`src/rtl/antilog.sv`:
```
// antilog: sequential base-2 antilogarithm.
//
// Converts an unsigned fixed-point log2 value into round(2^(number_i/32)).
// The integer part k selects a left-shift count and the fractional part f
// indexes a 32-entry table of 256 * 2^(f/32). The table entry is loaded
// into an accumulator and shifted left one bit per cycle, k times. The
// result is then rounded back to an integer.
//
// Latency is k+2 cycles from the accept edge to the edge that raises
// valid_o. The result is held under downstream backpressure.
//
// Ports
//   clk_i     in   1           clock, rising edge
//   rst_i     in   1           synchronous active-high reset
//   valid_i   in   1           number_i valid
//   ready_o   out  1           block can accept an operand (IDLE only)
//   number_i  in   DATA_WIDTH  log2 value, k = [DW-1:FRAC_BITS], f = [FRAC_BITS-1:0]
//   valid_o   out  1           number_o holds a new result
//   ready_i   in   1           downstream accepts the result
//   number_o  out  DATA_WIDTH  round(2^(number_i/2^FRAC_BITS)), saturated
module antilog #(
    parameter int DATA_WIDTH = 8,
    parameter int FRAC_BITS  = 5
) (
    input  logic                  clk_i,
    input  logic                  rst_i,
    input  logic                  valid_i,
    output logic                  ready_o,
    input  logic [DATA_WIDTH-1:0] number_i,
    output logic                  valid_o,
    input  logic                  ready_i,
    output logic [DATA_WIDTH-1:0] number_o
);

    localparam int INT_BITS = DATA_WIDTH - FRAC_BITS;
    localparam int ACC_W    = 16;
    localparam int LUT_W    = 9;

    // Largest representable output, widened to the rounding width
    localparam logic [ACC_W:0] MAX_OUT = (ACC_W+1)'((1 << DATA_WIDTH) - 1);

    typedef enum logic [1:0] {
        IDLE,
        LOAD,
        SHIFT,
        DONE
    } state_t;

    state_t                state;
    logic [DATA_WIDTH-1:0] operand;
    logic [ACC_W-1:0]      acc;
    logic [INT_BITS-1:0]   cnt;

    // round(256 * 2^(f/32)) for f = 0..31
    function automatic logic [LUT_W-1:0] frac_lut(input logic [4:0] f);
        logic [LUT_W-1:0] v;
        case (f)
            5'd0:    v = 9'd256;
            5'd1:    v = 9'd262;
            5'd2:    v = 9'd267;
            5'd3:    v = 9'd273;
            5'd4:    v = 9'd279;
            5'd5:    v = 9'd285;
            5'd6:    v = 9'd292;
            5'd7:    v = 9'd298;
            5'd8:    v = 9'd304;
            5'd9:    v = 9'd311;
            5'd10:   v = 9'd318;
            5'd11:   v = 9'd325;
            5'd12:   v = 9'd332;
            5'd13:   v = 9'd339;
            5'd14:   v = 9'd347;
            5'd15:   v = 9'd354;
            5'd16:   v = 9'd362;
            5'd17:   v = 9'd370;
            5'd18:   v = 9'd378;
            5'd19:   v = 9'd386;
            5'd20:   v = 9'd395;
            5'd21:   v = 9'd403;
            5'd22:   v = 9'd412;
            5'd23:   v = 9'd421;
            5'd24:   v = 9'd431;
            5'd25:   v = 9'd440;
            5'd26:   v = 9'd450;
            5'd27:   v = 9'd459;
            5'd28:   v = 9'd470;
            5'd29:   v = 9'd480;
            5'd30:   v = 9'd490;
            default: v = 9'd501;
        endcase
        return v;
    endfunction

    // Drop the 8 table fraction bits with round-half-up, then clamp to the
    // output range. The clamp cannot engage at the default widths
    // (max 501 << 7 rounds to 251), but it protects other parameterisations.
    function automatic logic [DATA_WIDTH-1:0] round_sat(input logic [ACC_W-1:0] a);
        logic [ACC_W:0] r;
        r = ({1'b0, a} + (ACC_W+1)'(128)) >> 8;
        if (r > MAX_OUT) begin
            return {DATA_WIDTH{1'b1}};
        end
        return r[DATA_WIDTH-1:0];
    endfunction

    always_ff @(posedge clk_i) begin
        if (rst_i) begin
            state    <= IDLE;
            ready_o  <= 1'b1;
            valid_o  <= 1'b0;
            number_o <= '0;
            operand  <= '0;
            acc      <= '0;
            cnt      <= '0;
        end else begin
            case (state)
                IDLE: begin
                    // ready_o is high throughout IDLE, so valid_i alone
                    // marks the handshake
                    if (valid_i) begin
                        operand <= number_i;
                        ready_o <= 1'b0;
                        state   <= LOAD;
                    end
                end
                LOAD: begin
                    acc   <= {{(ACC_W-LUT_W){1'b0}}, frac_lut(operand[FRAC_BITS-1:0])};
                    cnt   <= operand[DATA_WIDTH-1:FRAC_BITS];
                    state <= SHIFT;
                end
                SHIFT: begin
                    if (cnt != '0) begin
                        acc <= acc << 1;
                        cnt <= cnt - 1'b1;
                    end else begin
                        number_o <= round_sat(acc);
                        valid_o  <= 1'b1;
                        state    <= DONE;
                    end
                end
                DONE: begin
                    if (ready_i) begin
                        valid_o <= 1'b0;
                        ready_o <= 1'b1;
                        state   <= IDLE;
                    end
                end
                default: begin
                    state <= IDLE;
                end
            endcase
        end
    end

endmodule
```
`config.mk`:
```
export PLATFORM = sky130hd
export DESIGN_NAME = antilog
export DESIGN_NICKNAME = d
export VERILOG_FILES = /design/src/rtl/antilog.sv
export SDC_FILE = /design/constraint.sdc
export NUM_CORES = 1
export LEC_CHECK = 0
export ABC_CLOCK_PERIOD_IN_PS = 3200
export CORE_MARGIN = 2
export CORE_UTILIZATION = 50
export CTS_CLUSTER_SIZE = 20
export DETAILED_ROUTE_END_ITERATION = 6
export PLACE_DENSITY = 0.7
export SLEW_MARGIN = 20
export SYNTH_ARGS = -nofsm -noshare
export SYNTH_HDL_FRONTEND = slang
export SYNTH_SLANG_ARGS = --single-unit
```
`constraint.sdc`:
```
create_clock -name clk_i -period 3.2 [get_ports clk_i]
set_clock_uncertainty 0.2 [all_clocks]
set_input_delay 0.96 -clock clk_i [delete_from_list [all_inputs] [get_ports clk_i]]
set_output_delay 0.96 -clock clk_i [all_outputs]
set_load 0.05 [all_outputs]
```
==> results of run 1 <==
area by class of cell:
type	instances	area (um^2)
clock buffer	6	82.6
clock inverter	1	5.00
fill	480	1990
inverter	16	62.6
multi-input combinational	221	1490
sequential	47	941
tap	70	87.6
timing repair buffer	46	423
cells in the final DEF, fill, tap and decap left out, types with 2 or more instances in the layout:
| cell type | synthesis | final |
|---|---|---|
| o21ai_1 | 2 | 2 |
| nand2_1 | 35 | 35 |
| ha_1 | 19 | 19 |
| and3_1 | 2 | 2 |
| nor3b_1 | 2 | 2 |
| inv_1 | 14 | 14 |
| clkbuf_8 | 0 | 6 |
| nor2_1 | 18 | 18 |
| buf_12 | 0 | 2 |
| clkdlybuf4s50_1 | 0 | 21 |
| xor2_1 | 3 | 3 |
| nor3_1 | 6 | 6 |
| a21oi_1 | 31 | 30 |
| o21ai_0 | 12 | 12 |
| a31oi_4 | 2 | 2 |
| dfxtp_1 | 47 | 47 |
| buf_4 | 2 | 23 |
| xnor2_1 | 4 | 4 |
| a31oi_1 | 4 | 4 |
| mux2i_1 | 10 | 10 |
| nand3_1 | 16 | 16 |
| a21bo_2 | 2 | 2 |
| a211oi_1 | 15 | 15 |
| o31a_1 | 2 | 2 |
| nor2b_1 | 2 | 2 |
| o211ai_1 | 4 | 4 |
| nand2b_1 | 2 | 2 |
stage by stage:
stage	power [mW]	instances	instance area, um^2	setup TNS (ps)
floorplan	1.73	302	2610	0
CTS	2.42	407	3080	0
detailed placement	2.06	400	3000	-515
global placement	2.03	400	3000	-227
global route	2.59	407	3090	0
finish	2.40	407	3090	0
worst register-to-register path, stage by stage, from the launching register on:
cell and delay (ps):
dfxtp_1 400, inv_1 100, ha_1 300, a21bo_2 240, a21oi_1 240, inv_1 160
ha_1 240, or3_1 360, a31oi_1 170, a21oi_1 80
cells by family after synthesis:
| logic type | count (synthesis) | synth area share, % |
|---|---|---|
| xor+xnor | 7 | 2.35 |
| simple gates | 96 | 18.0 |
| compound gates | 88 | 23.1 |
| mux | 11 | 4.27 |
| flops | 47 | 36.0 |
| fa+ha+maj | 19 | 9.11 |
| buf+inv | 34 | 7.14 |
worst min path at each step:
stage,startpoint,to,slack (ps),cells past startpoint
floorplan,flip-flop,acc[0]$_SDFFE_PP0P_,220,2
global placement,number_o[7]$_SDFFE_PP0P_,number_o[7]$_SDFFE_PP0P_,240,2
detailed placement,number_o[7]$_SDFFE_PP0P_,number_o[7]$_SDFFE_PP0P_,240,2
CTS,flip-flop,acc[0]$_SDFFE_PP0P_,250,2
global route,number_o[7]$_SDFFE_PP0P_,number_o[7]$_SDFFE_PP0P_,280,2
finish,flip-flop,acc[0]$_SDFFE_PP0P_,240,2
power by group:
| part | internal [mW] | total [mW] | switching (mW) |
|---|---|---|---|
| Clock | 0.170 | 0.360 | 0.190 |
| Sequential | 0.759 | 0.857 | 0.0975 |
| Combinational | 0.492 | 1.19 | 0.696 |
cells in the mapped netlist (all sizes together) (2+ instances only):
cell / count
clkbuf: 5
mux2i: 10
a31oi: 6
and3: 2
a21bo: 2
dfxtp: 47
inv: 16
nor3: 7
xnor2: 4
xor2: 3
nand2b: 3
and4b: 2
nand2: 36
o31a: 2
and2: 2
a21oi: 31
o21ai: 15
nand3: 17
buf: 13
ha: 19
nor2b: 2
nor3b: 2
o211ai: 5
a211oi: 15
nor2: 18
layer usage:
| metal | track usage (%) | vias up | wire (um) |
|---|---|---|---|
| met1 | 23.1 | 1008 | 2370 |
| met4 | 7.09 | 0 | 78 |
| met3 | 3.44 | 9 | 207 |
| met5 | 0 | - | 0 |
| met2 | 33.2 | 54 | 2630 |
| li1 | - | 1144 | - |
repair_timing:
action	in CTS	in global routing
hold endpoints to repair	0	0
resized for setup	0	1
setup endpoints to repair	0	3
==> out/qor.csv, run 1 <==
metric,value,unit
rr_startpoint,state[1]$_SDFFE_PP0P_,
rsz0062_at_grt,no,
wire_per_inst,13.0,um
vias,2215,
yosys.area.top_type,dfxtp_1,
fmax,336,MHz
dp_worst_setup_slack,-121,ps
postCtsSetupBuffers,0,
clk_path_buf_depth,2,
place_congestion,0.878,
grt_pass1_wl,9160,um
synth.avg_cell_area,8.64,um^2
synthArstFlopShare,0,%
crit_fanout,6,
rr_worst_depth,9,
synth_edf_count,0,
crit_buf_inv,2,
worst_slew_pin_slew,732,ps
finalWirelength,5290,um
ios,22,
syn-cell-area,0.00261,mm^2
numClockSinks,47,
ys_seq_area_share,36.0,%
start_util,51.4,%
relSlewSlack,51.2,%
critPathRequiredTime,3180,ps
cpPeakStageDelay,490,ps
drtIter0Drc,127,
cts_buffers,5,
regToRegSetupSlack,610,ps
synthToLayoutAreaGrowth,18.3,%
hpwl,3870,um
hold_ws,241,ps
maxCapViolCount,0,
path_clk_slew,80,ps
ys_ff_latch,47,
start_kind,input pin,
yosysWarningCount,0,
nNetsFinal,368,
antennaDiodeCount,0,
synth.distinct_cells,58,
slew_violations,0,
setup_viol,0,
die_w,76.3,um
ant_nets,0,
htreeDepth,2,
critPathLaunch,valid_i,
path_class,in -> reg,
final_util,60.8,%
synth_top_area_share,36.0,%
die_h,76.3,um
crit_cells,8,
ir_drop,0.366,mV
cp.arrival,2950,ps
gr-total-overflow,0,
antenna_found_initial,0,
clockRootBuffer,clkbuf_8,
die-area,0.00581,mm^2
setup_slack,227,ps
placementRows,26,
power.leakage,1.13,nW
synth_ff_type,dfxtp_1,
cts_tree,built,
holdBufCountCts,0,
grt_max_degree,34,
port_buffers,21,
via_per_inst,5.44,
finalCritPeriodShare,92.9,%
post-route-drc-count,0,
clock_latency,290,ps
finalHoldViolCount,0,
syn_inst,302,
min_period,2970,ps
min_path_type,reg -> reg,
synthTopCellsByArea,"dfxtp_1 (36%), ha_1 (9.1%), a21oi_1 (5.9%)",
crit_family,compound AO/OA/AOI/OAI gates,
core_area,0.00507,mm^2
layout-drive-gt1-share,14.8,%
endpoint_kind,flip-flop,
grt_usage,18.9,%
crit_top_cell,a21oi_1,
cellPowerDensity,779,mW/mm^2
syn_nets,333,
critical-path-slowest-cell,clkdlybuf4s50_1,
path_cells,clkdlybuf4s50_1 > a21bo_2 > a21oi_1 > inv_1 > ha_1 > or3_1 > a31oi_1 > a21oi_1,
outcome,finished clean,
dr.pass1.iters,4,
first_global_vias,2083,
Note: power is estimated with default switching activity, not from simulation.
==> run 2, diff against run 1 <==
--- a/config.mk
+++ b/config.mk
@@ -15,3 +15,4 @@
 export SYNTH_ARGS = -nofsm -noshare
 export SYNTH_HDL_FRONTEND = slang
 export SYNTH_SLANG_ARGS = --single-unit
+export TNS_END_PERCENT = 1
==> results of run 2 <==
No change in the layout: final DEF, timing and power equal those of run 1.
